--- src/rtl/aes_axi_stream_master.sv ---
// AES output stage: buffers 128-bit result blocks in a FIFO and serializes each
// block into four 32-bit AXI4-Stream beats, pulsing axis_master_done after tlast.
module aes_axi_stream_master #(
    parameter int C_M_AXIS_TDATA_WIDTH = 32,
    parameter int FIFO_SIZE            = 16,
    parameter int FIFO_ADDR_WIDTH      = 4,
    parameter int FIFO_DATA_WIDTH      = 128
) (
    input  logic                                m00_axis_aclk,
    input  logic                                m00_axis_areset,
    output logic                                m00_axis_tvalid,
    input  logic                                m00_axis_tready,
    output logic [C_M_AXIS_TDATA_WIDTH-1:0]     m00_axis_tdata,
    output logic [(C_M_AXIS_TDATA_WIDTH/8)-1:0] m00_axis_tstrb,
    output logic                                m00_axis_tlast,
    input  logic                                out_fifo_write_tvalid,
    output logic                                out_fifo_write_tready,
    input  logic [FIFO_DATA_WIDTH-1:0]          out_fifo_wdata,
    input  logic                                out_fifo_wlast,
    output logic                                out_fifo_almost_full,
    output logic                                out_fifo_empty,
    output logic                                out_fifo_full,
    output logic                                axis_master_done
);

    localparam logic [FIFO_ADDR_WIDTH-1:0] L_PTR_ONE = (FIFO_ADDR_WIDTH)'(1);
    localparam logic [FIFO_ADDR_WIDTH:0]   L_CNT_ONE = (FIFO_ADDR_WIDTH+1)'(1);
    localparam logic [FIFO_ADDR_WIDTH:0]   L_FULL    = (FIFO_ADDR_WIDTH+1)'(FIFO_SIZE);
    localparam logic [FIFO_ADDR_WIDTH:0]   L_AFULL   = (FIFO_ADDR_WIDTH+1)'(FIFO_SIZE-1);

    typedef enum logic [1:0] {S_IDLE, S_STREAM, S_DONE} state_t;

    logic [FIFO_DATA_WIDTH:0]     r_mem [FIFO_SIZE];
    logic [FIFO_ADDR_WIDTH-1:0]   r_wptr, r_rptr;
    logic [FIFO_ADDR_WIDTH:0]     r_count, w_count_nxt;
    logic                         r_empty, r_full, r_afull;
    logic [FIFO_DATA_WIDTH-1:0]   r_shreg;
    logic                         r_last;
    logic [1:0]                   r_wcnt;
    logic                         r_tvalid;
    state_t                       r_state, w_state_nxt;
    logic                         w_wr, w_pop, w_beat, w_last_word;
    logic [FIFO_DATA_WIDTH:0]     w_rd_entry;

    assign w_wr        = out_fifo_write_tvalid && !r_full;
    assign w_beat      = r_tvalid && m00_axis_tready;
    assign w_last_word = (r_wcnt == 2'd3);
    assign w_rd_entry  = r_mem[r_rptr];

    always_ff @(posedge m00_axis_aclk) begin
        if (w_wr) r_mem[r_wptr] <= {out_fifo_wlast, out_fifo_wdata};
    end

    always_comb begin
        w_count_nxt = r_count;
        case ({w_wr, w_pop})
            2'b10:   w_count_nxt = r_count + L_CNT_ONE;
            2'b01:   w_count_nxt = r_count - L_CNT_ONE;
            default: w_count_nxt = r_count;
        endcase
    end

    // Flags are registered from the next count so they track the count register exactly.
    always_ff @(posedge m00_axis_aclk or posedge m00_axis_areset) begin
        if (m00_axis_areset) begin
            r_wptr  <= '0;
            r_rptr  <= '0;
            r_count <= '0;
            r_empty <= 1'b1;
            r_full  <= 1'b0;
            r_afull <= 1'b0;
        end else begin
            if (w_wr)  r_wptr <= r_wptr + L_PTR_ONE;
            if (w_pop) r_rptr <= r_rptr + L_PTR_ONE;
            r_count <= w_count_nxt;
            r_empty <= (w_count_nxt == '0);
            r_full  <= (w_count_nxt == L_FULL);
            r_afull <= (w_count_nxt >= L_AFULL);
        end
    end

    always_ff @(posedge m00_axis_aclk or posedge m00_axis_areset) begin
        if (m00_axis_areset) r_state <= S_IDLE;
        else                 r_state <= w_state_nxt;
    end

    // Popping uses the registered empty flag, so a freshly written block waits a cycle.
    always_comb begin
        w_state_nxt = r_state;
        w_pop       = 1'b0;
        case (r_state)
            S_IDLE: begin
                if (!r_empty) begin
                    w_pop       = 1'b1;
                    w_state_nxt = S_STREAM;
                end
            end
            S_STREAM: begin
                if (w_beat && w_last_word) begin
                    if (r_last)        w_state_nxt = S_DONE;
                    else if (!r_empty) w_pop       = 1'b1;
                    else               w_state_nxt = S_IDLE;
                end
            end
            S_DONE:  w_state_nxt = S_IDLE;
            default: w_state_nxt = S_IDLE;
        endcase
    end

    always_ff @(posedge m00_axis_aclk or posedge m00_axis_areset) begin
        if (m00_axis_areset) begin
            r_shreg  <= '0;
            r_last   <= 1'b0;
            r_wcnt   <= 2'd0;
            r_tvalid <= 1'b0;
        end else if (w_pop) begin
            r_shreg  <= w_rd_entry[FIFO_DATA_WIDTH-1:0];
            r_last   <= w_rd_entry[FIFO_DATA_WIDTH];
            r_wcnt   <= 2'd0;
            r_tvalid <= 1'b1;
        end else if (w_beat) begin
            r_shreg  <= {{C_M_AXIS_TDATA_WIDTH{1'b0}},
                         r_shreg[FIFO_DATA_WIDTH-1:C_M_AXIS_TDATA_WIDTH]};
            r_wcnt   <= r_wcnt + 2'd1;
            if (w_last_word) r_tvalid <= 1'b0;
        end
    end

    assign m00_axis_tvalid       = r_tvalid;
    assign m00_axis_tdata        = r_shreg[C_M_AXIS_TDATA_WIDTH-1:0];
    assign m00_axis_tstrb        = '1;
    assign m00_axis_tlast        = (r_state == S_STREAM) && r_last && w_last_word;
    assign axis_master_done      = (r_state == S_DONE);
    assign out_fifo_write_tready = !r_full;
    assign out_fifo_almost_full  = r_afull;
    assign out_fifo_empty        = r_empty;
    assign out_fifo_full         = r_full;

endmodule

--- config.mk ---
export PLATFORM = sky130hd
export DESIGN_NAME = aes_axi_stream_master
export DESIGN_NICKNAME = d
export VERILOG_FILES = /design/src/rtl/aes_axi_stream_master.sv
export SDC_FILE = /design/constraint.sdc
export NUM_CORES = 2
export LEC_CHECK = 0
export CAP_MARGIN = 15
export CORE_UTILIZATION = 55
export CTS_CLUSTER_SIZE = 14
export DETAILED_ROUTE_END_ITERATION = 6
export PLACE_DENSITY = 0.72
export SETUP_SLACK_MARGIN = 0.1
export SLEW_MARGIN = 20
export SYNTH_ARGS = -nofsm -noshare
export SYNTH_HDL_FRONTEND = slang
export SYNTH_SLANG_ARGS = --single-unit
--- constraint.sdc ---
create_clock -name m00_axis_aclk -period 13.6 [get_ports m00_axis_aclk]
set_input_delay 2.04 -clock m00_axis_aclk [delete_from_list [all_inputs] [get_ports m00_axis_aclk]]
set_output_delay 2.04 -clock m00_axis_aclk [all_outputs]
set_load 0.02 [all_outputs]
==> impl_metrics.csv <==
group,metric,value,unit
clock_tree,ctsResizeCount,0,
detailed_routing,vias,39400,
setup_path,reg2reg_to,"r_shreg[70]",
detailed_routing,wirelength,189000,um
clock_tree,clock_path_buffers,3,
timing,setup_viol,0,
synth,syn-instance-count,3800,
clock_tree,cts_tree,"built",
detailed_routing,wire_per_inst,30.4,um
timing,fmax,192,MHz
clock_tree,cts_buffers,211,
run,cap_violations,0,
timing,period_share,38.3,%
clock_tree,clkLatencyLatePin,0.86,ns
placement,dp_cells,5824,
layout,drive_gt1_share,22.9,%
grt,grt_pass1_vias,40200,
timing,tightest_slew,1.13,ns
synth,ys_top_cells_by_count,"2064 x edfxtp_1, 544 x mux4_2, 219 x mux2i_1",
grt,antenna_found_initial,26,
synth,ys_warn_count,0,
clock_tree,cts_setup_buffers,0,
clock_tree,cts_hold_buf,0,
detailed_routing,viasPerCell,6.33,
min_path,min_from,"r_shreg[125]",
grt,grt_pass1_wl,278000,um
floorplan,core_area,152000,sq um
synth,synth-async-reset-ratio,6.78,%
floorplan,start_util,55.5,%
synth,yosysSeqAreaShare,77.7,%
setup_path,r2r_slack,8.45,ns
synth,avgSynthCellArea,22.3,sq um
grt,grt.overflow.total,0,
timing,rsz0062_at_grt,"no",
clock_tree,clock_sink_count,2214,
synth,synth_flop_cell,"edfxtp_1",
timing,final_hold_viol_count,0,
layout,nets,4150,
detailed_routing,drc,0,
detailed_routing,ant_nets,0,
setup_path,reg2reg_from,"r_rptr[0]",
min_path,hold_end,"r_shreg[125]",
setup_path,end_kind,"register",
floorplan,rows,143,
detailed_routing,first_iter_violations,4235,
detailed_routing,first_pass_iters,5,
synth,synth.most_common_cell,"edfxtp_1",
synth,synth_edf_count,2064,
timing,finalSetupTns,0,ns
synth,synth_area_leaders,"edfxtp_1 73%, mux4_2 14%, dfrtp_1 4.4%",
synth,synth_top_cell_by_area,"edfxtp_1",
layout,area_delta_synth_final,12.6,%
min_path,min_path_cells,2,
floorplan,io_pins,176,
power_and_ir_drop,power.density,208,nW/um^2
setup_path,path_max_fanout,139,
placement,port-buffer-count,171,
setup_path,arrival,5.96,ns
grt,grt_max_degree,145,
setup_path,worstSetupStartpointType,"primary input",
synth,synth_top_area_share,73.3,%
layout,instances_no_fill,6226,
setup_path,rr_worst_depth,7,
setup_path,worstSetupPathType,"primary input to register",
floorplan,dieWidth,394,um
synth,netlist_area,84600,sq um
synth,ys_types,45,
layout,fillCellCount,9961,
min_path,min_path_type,"register to register",
setup_path,worstPathRequired,14.35,ns
floorplan,die_y,394,um
floorplan,die_area,155000,sq um
timing,maxSlewViolCount,0,
placement,gp_congestion,0.789,
clock_tree,root_buffer,"clkbuf_16",
timing,min_period,5.21,ns
power_and_ir_drop,peakVddDrop,0.000181,V
timing,fin_skew,0.0519,ns
timing,slew_headroom,24.8,%
clock_tree,cts.reportedPaths.clkPinSlew,0.06,ns
grt,grt_use_total,24.7,%
synth,synth-seq-cells,2214,
power_and_ir_drop,p_leak,30.7,nW
placement,hpwl,102000,um
clock_tree,htree_levels,4,
outcome,status,"finished clean",
==> layer usage <==
metal  part of all wire (%)  wire (um)  GRT usage (%)  up-vias
met4                    2.3       4320           7.15       22
met5                  0.073        138              0        -
met2                     49      93300           39.2     1707
met1                     40      75900           35.2    21100
met3                    8.2      15600           4.84      290
li1                       -          -              -    16300
==> state kept, by name (all words and copies together) (netlist names), 2 cells and up <==
register  flops
r_count       5
r_mem      2064
r_wcnt        2
r_wptr        4
r_shreg     128
r_rptr        4
r_state       2
==> through the flow <==
stage / worst slack [ns] / instance area, sq um / hold slack (ns) / total power, mW / utilization, %
detailed placement: 7.54 / 88400 / 0.490 / 14.4 / 58.1
finish: 8.39 / 95200 / 0.508 / 19.8 / 62.5
global placement: 7.56 / 88400 / 0.485 / 14.3 / 58.1
CTS: 8.29 / 95100 / 0.508 / 20.0 / 62.5
floorplan: 1.34 / 84600 / 0.466 / 12.6 / -
global route: 7.93 / 95200 / 0.536 / 20.6 / 62.5
==> critical path, cell delays in order <==
cell	delay (ns)
clkdlybuf4s50_1	0.59
nand4b_2	0.18
a211o_2	0.75
inv_8	0.71
ha_1	0.38
a21oi_1	0.06
or3b_2	0.46
a21oi_1	0.17
xor2_1	0.34
nor4b_2	0.26
==> report_power, final <==
part           leakage (nW)  internal [mW]  switching, mW
clock network          3.25           3.15           2.50
registers              20.6           8.31          0.447
logic                  6.91           2.38           3.05
total                  30.7           13.8           5.99
==> final cells by class <==
| cell class | count | area, sq um | area share (%) |
|---|---|---|---|
| multi-input cells | 1334 | 17800 | 18.6 |
| flip-flops and latches | 2214 | 65700 | 69.1 |
| clock inverters | 90 | 835 | 0.877 |
| well taps | 2030 | 2540 | 2.67 |
| repair buffers | 241 | 2380 | 2.50 |
| inverters | 7 | 48.8 | 0.0513 |
| clock buffers | 301 | 5870 | 6.17 |
| diodes | 9 | 22.5 | 0.0237 |
==> worst max-delay path by stage <==
stage / startpoint / cells past startpoint / end / slack [ns]
CTS: r_rptr[0] / 7 / r_shreg[83] / 8.29
finish: m00_axis_tready / 10 / out_fifo_full / 8.39
detailed placement: out_fifo_write_tvalid / 7 / r_mem[13][92] / 7.54
global route: r_rptr[0] / 7 / r_shreg[70] / 7.93
floorplan: out_fifo_write_tvalid / 4 / r_mem[3][0] / 1.34
global placement: out_fifo_write_tvalid / 7 / r_mem[13][92] / 7.56
==> logic make-up after synthesis <==
family,synth area share [%]
AO/OA/AOI/OAI,1.88
XOR/XNOR,0.144
adder cells (fa/ha/maj),0.118
buffers and inverters,1.43
flip-flops,77.7
multiplexers,17.3
other,0.00443
AND/OR/NAND/NOR,1.38
==> cells in the final DEF, fill, tap and decap left out, types with 6 or more instances in the layout <==
cell and instances:
edfxtp_1 2064, mux4_2 544, mux2i_1 219, clkbuf_16 213
nand2_1 187, clkdlybuf4s50_1 171, dfrtp_1 145, o21ai_0 114
clkbuf_1 67, buf_4 59, o221ai_1 49, a21oi_1 40
nand3_1 36, clkinv_1 35, o22ai_1 33, clkinv_2 27
clkbuf_8 21, mux2_2 17, nor2_4 12, o211ai_1 11
nor2_1 11, diode_2 9, ha_1 8, buf_12 8
xnor2_1 7, bufinv_16 7, clkinvlp_4 6
(Power assumes the default switching activity.)
